[src/rtl/fifo_arb_ctrl_if.sv]
// Bus bundle for fifo_arb_ctrl: requester ports, consumer read port and the strobe-driven FIFO port.
// Parameters must match the fifo_arb_ctrl instance that uses it.
interface fifo_arb_ctrl_if #(
    parameter int DATO_WIDTH = 3,
    parameter int NUM_REQ    = 3
);
    // Handshakes: a requester raises req[i] with req_dat slice i and holds both until gnt[i]
    // pulses for one cycle (that pulse is the completed transfer). rd_req is a level; every
    // accepted read is reported by a one-cycle rd_valid with rd_dat already updated.
    logic [NUM_REQ-1:0]            req;
    logic [NUM_REQ*DATO_WIDTH-1:0] req_dat;
    logic [NUM_REQ-1:0]            gnt;
    logic                          rd_req;
    logic [DATO_WIDTH-1:0]         rd_dat;
    logic                          rd_valid;
    logic                          fifo_wclk;
    logic                          fifo_rclk;
    logic                          fifo_rst;
    logic [DATO_WIDTH-1:0]         fifo_datin;
    logic [DATO_WIDTH-1:0]         fifo_datout;
    logic                          fifo_full;
    logic                          fifo_empy;

    modport master (
        input  req, req_dat, rd_req, fifo_datout, fifo_full, fifo_empy,
        output gnt, rd_dat, rd_valid, fifo_wclk, fifo_rclk, fifo_rst, fifo_datin
    );

    modport slave (
        output req, req_dat, rd_req, fifo_datout, fifo_full, fifo_empy,
        input  gnt, rd_dat, rd_valid, fifo_wclk, fifo_rclk, fifo_rst, fifo_datin
    );
endinterface

[src/rtl/fifo_arb_ctrl.sv]
// Arbitrates NUM_REQ writers into an external strobe-clocked FIFO and paces reads from it.
// Define FIFO_ARB_FIXED_PRIO_EN to replace round-robin with fixed (lowest index) priority.
module fifo_arb_ctrl #(
    parameter int DATO_WIDTH = 3,
    parameter int NUM_REQ    = 3
) (
    input  logic            clk,
    input  logic            rst,
    fifo_arb_ctrl_if.master bus,
    output logic [1:0]      dbg_w_state,
    output logic [1:0]      dbg_r_state
);
    localparam int IW = (NUM_REQ > 1) ? $clog2(NUM_REQ) : 1;

    typedef enum logic [1:0] { W_IDLE = 2'd0, W_PULSE = 2'd1, W_GAP = 2'd2 } w_state_t;
    typedef enum logic [1:0] { R_IDLE = 2'd0, R_PULSE = 2'd1, R_CAP = 2'd2 } r_state_t;

    w_state_t      w_state, w_next;
    r_state_t      r_state, r_next;
    logic [IW-1:0] win_idx;
    logic [IW-1:0] pick;
    logic          pick_ok;
    logic          w_start;

`ifdef FIFO_ARB_FIXED_PRIO_EN
    always_comb begin
        pick    = '0;
        pick_ok = 1'b0;
        for (int i = NUM_REQ - 1; i >= 0; i--) begin
            if (bus.req[i]) begin
                pick    = IW'(i);
                pick_ok = 1'b1;
            end
        end
    end
`else
    logic [IW-1:0] last_winner;
    logic [IW-1:0] idx;

    // Walk downward so the candidate closest to last_winner+1 is assigned last and wins.
    always_comb begin
        pick    = '0;
        pick_ok = 1'b0;
        idx     = '0;
        for (int k = NUM_REQ; k >= 1; k--) begin
            idx = IW'((int'(last_winner) + k) % NUM_REQ);
            if (bus.req[idx]) begin
                pick    = idx;
                pick_ok = 1'b1;
            end
        end
    end

    always_ff @(posedge clk) begin
        if (!rst)         last_winner <= IW'(NUM_REQ - 1);
        else if (w_start) last_winner <= pick;
    end
`endif

    assign w_start = (w_state == W_IDLE) && pick_ok && !bus.fifo_full;

    always_comb begin
        w_next = w_state;
        case (w_state)
            W_IDLE:  if (w_start) w_next = W_PULSE;
            W_PULSE: w_next = W_GAP;
            W_GAP:   w_next = W_IDLE;
            default: w_next = W_IDLE;
        endcase
    end

    always_comb begin
        r_next = r_state;
        case (r_state)
            R_IDLE:  if (bus.rd_req && !bus.fifo_empy) r_next = R_PULSE;
            R_PULSE: r_next = R_CAP;
            R_CAP:   r_next = R_IDLE;
            default: r_next = R_IDLE;
        endcase
    end

    always_ff @(posedge clk) begin
        if (!rst) begin
            w_state <= W_IDLE;
            r_state <= R_IDLE;
        end else begin
            w_state <= w_next;
            r_state <= r_next;
        end
    end

    // Outputs follow the state one edge later, so strobes and grants are clean register outputs.
    always_ff @(posedge clk) begin
        bus.fifo_rst <= ~rst;
        if (!rst) begin
            win_idx        <= '0;
            bus.fifo_datin <= '0;
            bus.fifo_wclk  <= 1'b0;
            bus.gnt        <= '0;
        end else begin
            if (w_start) begin
                win_idx        <= pick;
                bus.fifo_datin <= bus.req_dat[int'(pick)*DATO_WIDTH +: DATO_WIDTH];
            end
            bus.fifo_wclk <= (w_state == W_PULSE);
            bus.gnt       <= (w_state == W_PULSE) ? (NUM_REQ'(1) << win_idx) : '0;
        end
    end

    always_ff @(posedge clk) begin
        if (!rst) begin
            bus.fifo_rclk <= 1'b0;
            bus.rd_valid  <= 1'b0;
            bus.rd_dat    <= '0;
        end else begin
            bus.fifo_rclk <= (r_state == R_PULSE);
            bus.rd_valid  <= (r_state == R_CAP);
            if (r_state == R_CAP) bus.rd_dat <= bus.fifo_datout;
        end
    end

    assign dbg_w_state = w_state;
    assign dbg_r_state = r_state;
endmodule

[src/flat_wrapper.sv]
// flat-port wrapper written by rule: the top's interface ports become plain ports
module fifo_arb_ctrl_flat 
#(
    parameter int DATO_WIDTH = 3,
    parameter int NUM_REQ    = 3
)
  (clk, rst, dbg_w_state, dbg_r_state, bus_req, bus_req_dat, bus_rd_req, bus_fifo_datout, bus_fifo_full, bus_fifo_empy, bus_gnt, bus_rd_dat, bus_rd_valid, bus_fifo_wclk, bus_fifo_rclk, bus_fifo_rst, bus_fifo_datin);
  fifo_arb_ctrl_if #(.DATO_WIDTH(DATO_WIDTH), .NUM_REQ(NUM_REQ)) bus_i ();
  input  logic clk;
  input  logic rst;
  output logic [1:0] dbg_w_state;
  output logic [1:0] dbg_r_state;
  input wire logic [$bits(bus_i.req)-1:0] bus_req;
  input wire logic [$bits(bus_i.req_dat)-1:0] bus_req_dat;
  input wire logic [$bits(bus_i.rd_req)-1:0] bus_rd_req;
  input wire logic [$bits(bus_i.fifo_datout)-1:0] bus_fifo_datout;
  input wire logic [$bits(bus_i.fifo_full)-1:0] bus_fifo_full;
  input wire logic [$bits(bus_i.fifo_empy)-1:0] bus_fifo_empy;
  output wire logic [$bits(bus_i.gnt)-1:0] bus_gnt;
  output wire logic [$bits(bus_i.rd_dat)-1:0] bus_rd_dat;
  output wire logic [$bits(bus_i.rd_valid)-1:0] bus_rd_valid;
  output wire logic [$bits(bus_i.fifo_wclk)-1:0] bus_fifo_wclk;
  output wire logic [$bits(bus_i.fifo_rclk)-1:0] bus_fifo_rclk;
  output wire logic [$bits(bus_i.fifo_rst)-1:0] bus_fifo_rst;
  output wire logic [$bits(bus_i.fifo_datin)-1:0] bus_fifo_datin;
  assign bus_i.req = bus_req;
  assign bus_i.req_dat = bus_req_dat;
  assign bus_i.rd_req = bus_rd_req;
  assign bus_i.fifo_datout = bus_fifo_datout;
  assign bus_i.fifo_full = bus_fifo_full;
  assign bus_i.fifo_empy = bus_fifo_empy;
  assign bus_gnt = bus_i.gnt;
  assign bus_rd_dat = bus_i.rd_dat;
  assign bus_rd_valid = bus_i.rd_valid;
  assign bus_fifo_wclk = bus_i.fifo_wclk;
  assign bus_fifo_rclk = bus_i.fifo_rclk;
  assign bus_fifo_rst = bus_i.fifo_rst;
  assign bus_fifo_datin = bus_i.fifo_datin;
  fifo_arb_ctrl #(.DATO_WIDTH(DATO_WIDTH), .NUM_REQ(NUM_REQ)) u_core (.clk(clk), .rst(rst), .bus(bus_i), .dbg_w_state(dbg_w_state), .dbg_r_state(dbg_r_state));
endmodule
[config.mk]
export PLATFORM = sky130hd
export DESIGN_NAME = fifo_arb_ctrl_flat
export DESIGN_NICKNAME = d
export VERILOG_FILES = /design/src/rtl/fifo_arb_ctrl_if.sv /design/src/rtl/fifo_arb_ctrl.sv /design/src/flat_wrapper.sv
export SDC_FILE = /design/constraint.sdc
export NUM_CORES = 1
export LEC_CHECK = 0
export ABC_CLOCK_PERIOD_IN_PS = 4000
export BUFFER_PORTS_ARGS = -buffer_cell sky130_fd_sc_hd__buf_2
export CORE_MARGIN = 10
export CORE_UTILIZATION = 51
export CTS_CLUSTER_DIAMETER = 80
export DETAILED_ROUTE_END_ITERATION = 16
export GPL_ROUTABILITY_DRIVEN = 0
export PLACE_DENSITY = 0.82
export SYNTH_ARGS = -nofsm -noshare
export SYNTH_HDL_FRONTEND = slang
export SYNTH_SLANG_ARGS = --single-unit
export TNS_END_PERCENT = 100
[constraint.sdc]
create_clock -name clk -period 4 [get_ports clk]
set_input_delay 0.2 -clock clk [delete_from_list [all_inputs] [get_ports clk]]
set_output_delay 0.2 -clock clk [all_outputs]
set_load 0.005 [all_outputs]
==> results.sh <==
export IMPL_r2r_setup_slack_ns=1.32
export IMPL_p_leak_nw=0.617
export IMPL_final_nets=160
export IMPL_synth_top_area_share_pct=39.5
export IMPL_finalHoldViolCount=0
export IMPL_antenna_cells_inserted=0
export IMPL_crit_path_cell_trace="inv_1 > ha_1 > inv_1 > mux2_4 > nor4_4 > a2111oi_4 > nand3b_4 > o221ai_2"
export IMPL_power_density_nw_per_um2=522
export IMPL_cp_num_buf_inv=2
export IMPL_clkSinkCount=20
export IMPL_ant_nets=0
export IMPL_grt_pass1_vias=866
export IMPL_routed_wl_um=2330
export IMPL_syn2layout_area_growth_pct=24.8
export IMPL_cts_buffers=3
export IMPL_skew_ns=0.00322
export IMPL_min_path_cells=3
export IMPL_crit_family="compound AO/OA/AOI/OAI gates"
export IMPL_grt_ovfl_total=0
export IMPL_power_switching_mw=0.214
export IMPL_dp_hpwl_um=1890
export IMPL_wl_per_cell_um=14.4
export IMPL_crit_type="reg2reg"
export IMPL_synth_seq_area_share_pct=39.5
export IMPL_grt_usage_pct=11.3
export IMPL_finalCritPeriodShare_pct=67.0
export IMPL_regToRegStartpoint="u_core.win_idx[0]"
export IMPL_clk_insertion_delay_late_ns=0.30
export IMPL_dr_pass1_iters=4
export IMPL_switching_share_pct=32.3
export IMPL_drive_gt1_share_pct=43.7
export IMPL_path_common_cell="inv_1"
export IMPL_grt_pass1_wl_um=3800
export IMPL_hold_start="bus_rd_req"
export IMPL_die_x_um=64.6
export IMPL_layout_min_cycle_time_ns=2.68
export IMPL_p_seq_share_pct=36.0
export IMPL_slew_viol_final=0
export IMPL_port_buffers=36
export IMPL_io_pins=37
export IMPL_drt_iter0_drc=25
export IMPL_cts_resized=0
export IMPL_rows=16
export IMPL_vias_per_cell=5.15
export IMPL_start_util_pct=52.8
export IMPL_synthesis_nets=121
export IMPL_ys_flop_type="dfxtp_1"
export IMPL_antenna_found_initial=0
export IMPL_syn_inst=97
export IMPL_grt_start_max_net_pins=13
export IMPL_start_kind="flop"
export IMPL_rsz0062_at_grt="no"
export IMPL_worstHoldEndpoint="u_core.dbg_r_state[0]"
export IMPL_cts_setup_buffers=0
export IMPL_max_slew_margin_pct=44.9
export IMPL_critPathMaxStageDelay_ns=0.80
export IMPL_worst_slew_pin_slew_ns=0.826
export IMPL_yosysWarnings=0
export IMPL_max_vdd_ir_drop_uv=305
export IMPL_cts_hold_buffers_added=0
export IMPL_htree_levels=1
export IMPL_hp_class="in2reg"
export IMPL_synth_edff_count=0
export IMPL_yosys_area_top_type="dfxtp_1"
export IMPL_synthTopCellsByArea="dfxtp_1, mux2i_1, ha_1"
export IMPL_internal_power_mw=0.447
export IMPL_cts_root_buf="clkbuf_4"
export IMPL_clock_fmax_ghz=0.373
export IMPL_required_ns=4.23
export IMPL_syn_area_per_cell_um2=10.5
export IMPL_worst_path_max_fanout=12
export IMPL_critPathArrivalTime_ns=2.91
export IMPL_clock_path_buffers=2
export IMPL_die_area_um2=4170
export IMPL_drcViolationCount=0
export IMPL_maxCapViolCount=0
export IMPL_clk_pin_slew_ns=0.11
export IMPL_timing_rr_end="u_core.bus.fifo_datin[0]"
export IMPL_crit_slowest_cell="a2111oi_4"
export IMPL_final_util_pct=65.9
export IMPL_status="completed"
export IMPL_p_clk_share_pct=24.7
export IMPL_synth_cell_types=39
export IMPL_power_frac_comb_pct=39.4
export IMPL_core_area_um2=1920
export IMPL_dieHeight_um=64.6
export IMPL_finalSetupViolations=0
export IMPL_crit_path_end_kind="flop"
export IMPL_synth_seq_cells=20
export IMPL_synth_area_um2=1010
export IMPL_ys_async_sr_fraction_pct=0
export IMPL_setup_tns_ns=0
export IMPL_cts_tree="yes"
export IMPL_ff2ff_path_depth=8
export IMPL_dr_total_vias=834
-- worst min-delay path, stage by stage --
cell	delay (ns)
buf_2	0.10
nand2_1	0.05
nor3_1	0.04
-- logic make-up (layout without fill, tap and decap cells) --
| family | Yosys count | in the layout | share of synthesized area, % |
|---|---|---|---|
| simple gates | 39 | 39 | 23.8 |
| compound gates | 16 | 16 | 17.1 |
| mux | 10 | 10 | 11.0 |
| buf+inv | 8 | 46 | 3.70 |
| fa+ha+maj | 4 | 4 | 4.93 |
| flops | 20 | 20 | 39.5 |
-- per-stage QoR --
step	hold slack (ns)	std cells	area, um2	total power, mW	setup slack (ns)
2_1_floorplan	0.318	97	1010	0.446	1.71
3_3_place_gp	0.424	158	1210	0.492	1.48
3_5_place_dp	0.445	158	1210	0.502	1.35
4_1_cts	0.112	162	1270	0.667	1.30
5_1_grt	0.123	162	1270	0.695	1.12
6_report	0.118	162	1270	0.661	1.32
-- power by group through the flow --
stage / logic (mW) / registers (mW) / clock network (mW)
floorplan: 0.204 / 0.242 / 0
global placement: 0.251 / 0.242 / 0
detailed placement: 0.259 / 0.242 / 0
CTS: 0.262 / 0.238 / 0.166
global route: 0.282 / 0.241 / 0.172
finish: 0.260 / 0.238 / 0.163
-- flip-flops by register name (all words and copies together), names as in the netlist --
name / flops
u_core.bus.fifo_wclk: 1
u_core.last_winner: 1
u_core.bus.fifo_datin: 3
u_core.bus.fifo_rclk: 1
u_core.dbg_w_state: 2
u_core.bus.gnt: 3
u_core.bus.fifo_rst: 1
u_core.bus.rd_dat: 3
u_core.bus.rd_valid: 1
u_core.dbg_r_state: 2
u_core.win_idx: 2
-- worst max path at each step --
stage / endpoint / slack, ns / cells past startpoint / start
final: u_core.bus.fifo_datin[0] / 1.32 / 8 / u_core.win_idx[0]
after global routing: u_core.bus.fifo_datin[2] / 1.12 / 8 / u_core.win_idx[0]
after CTS: u_core.bus.fifo_datin[0] / 1.30 / 8 / u_core.win_idx[0]
after detailed placement: u_core.bus.fifo_datin[2] / 1.35 / 8 / u_core.win_idx[0]
after global placement: u_core.bus.fifo_datin[2] / 1.48 / 8 / u_core.win_idx[0]
after floorplan: u_core.bus.fifo_datin[1] / 1.71 / 7 / u_core.win_idx[0]
-- layout make-up --
cell class / instances / area, um2
fillers: 172 / 656
inverters: 6 / 22.5
flip-flops and latches: 20 / 400
well taps: 27 / 33.8
clock buffers: 3 / 22.5
clock inverters: 1 / 30.0
multi-input cells: 69 / 577
repair buffers: 36 / 180
-- per-layer routing --
metal / up-vias / part of all wire [%] / GRT usage (%)
met2: 26 / 52 / 20.1
met5: - / 0 / 0
li1: 420 / - / -
met1: 384 / 40 / 11.0
met4: 0 / 2.3 / 7.22
met3: 4 / 5.8 / 3.44
-- cells in the final DEF (no fill, tap or decap), drive strengths merged, types with 2 or more instances in the layout --
cell type	count
a21oi	2
and2	2
and2b	2
buf	36
clkbuf	3
dfxtp	20
ha	4
inv	5
mux2	3
mux2i	7
nand2	9
nand4	3
nor2	8
nor3	3
nor3b	2
o21ai	3
o221ai	3
-- Yosys cell counts, drive strengths merged, types with 3 or more instances --
cell type / instances
mux2i: 7
o221ai: 3
nand2: 9
ha: 4
o21ai: 3
dfxtp: 20
nor2: 8
nor3: 3
nand4: 3
inv: 5
mux2: 3
No activity file was read; power rests on OpenSTA's default activity.
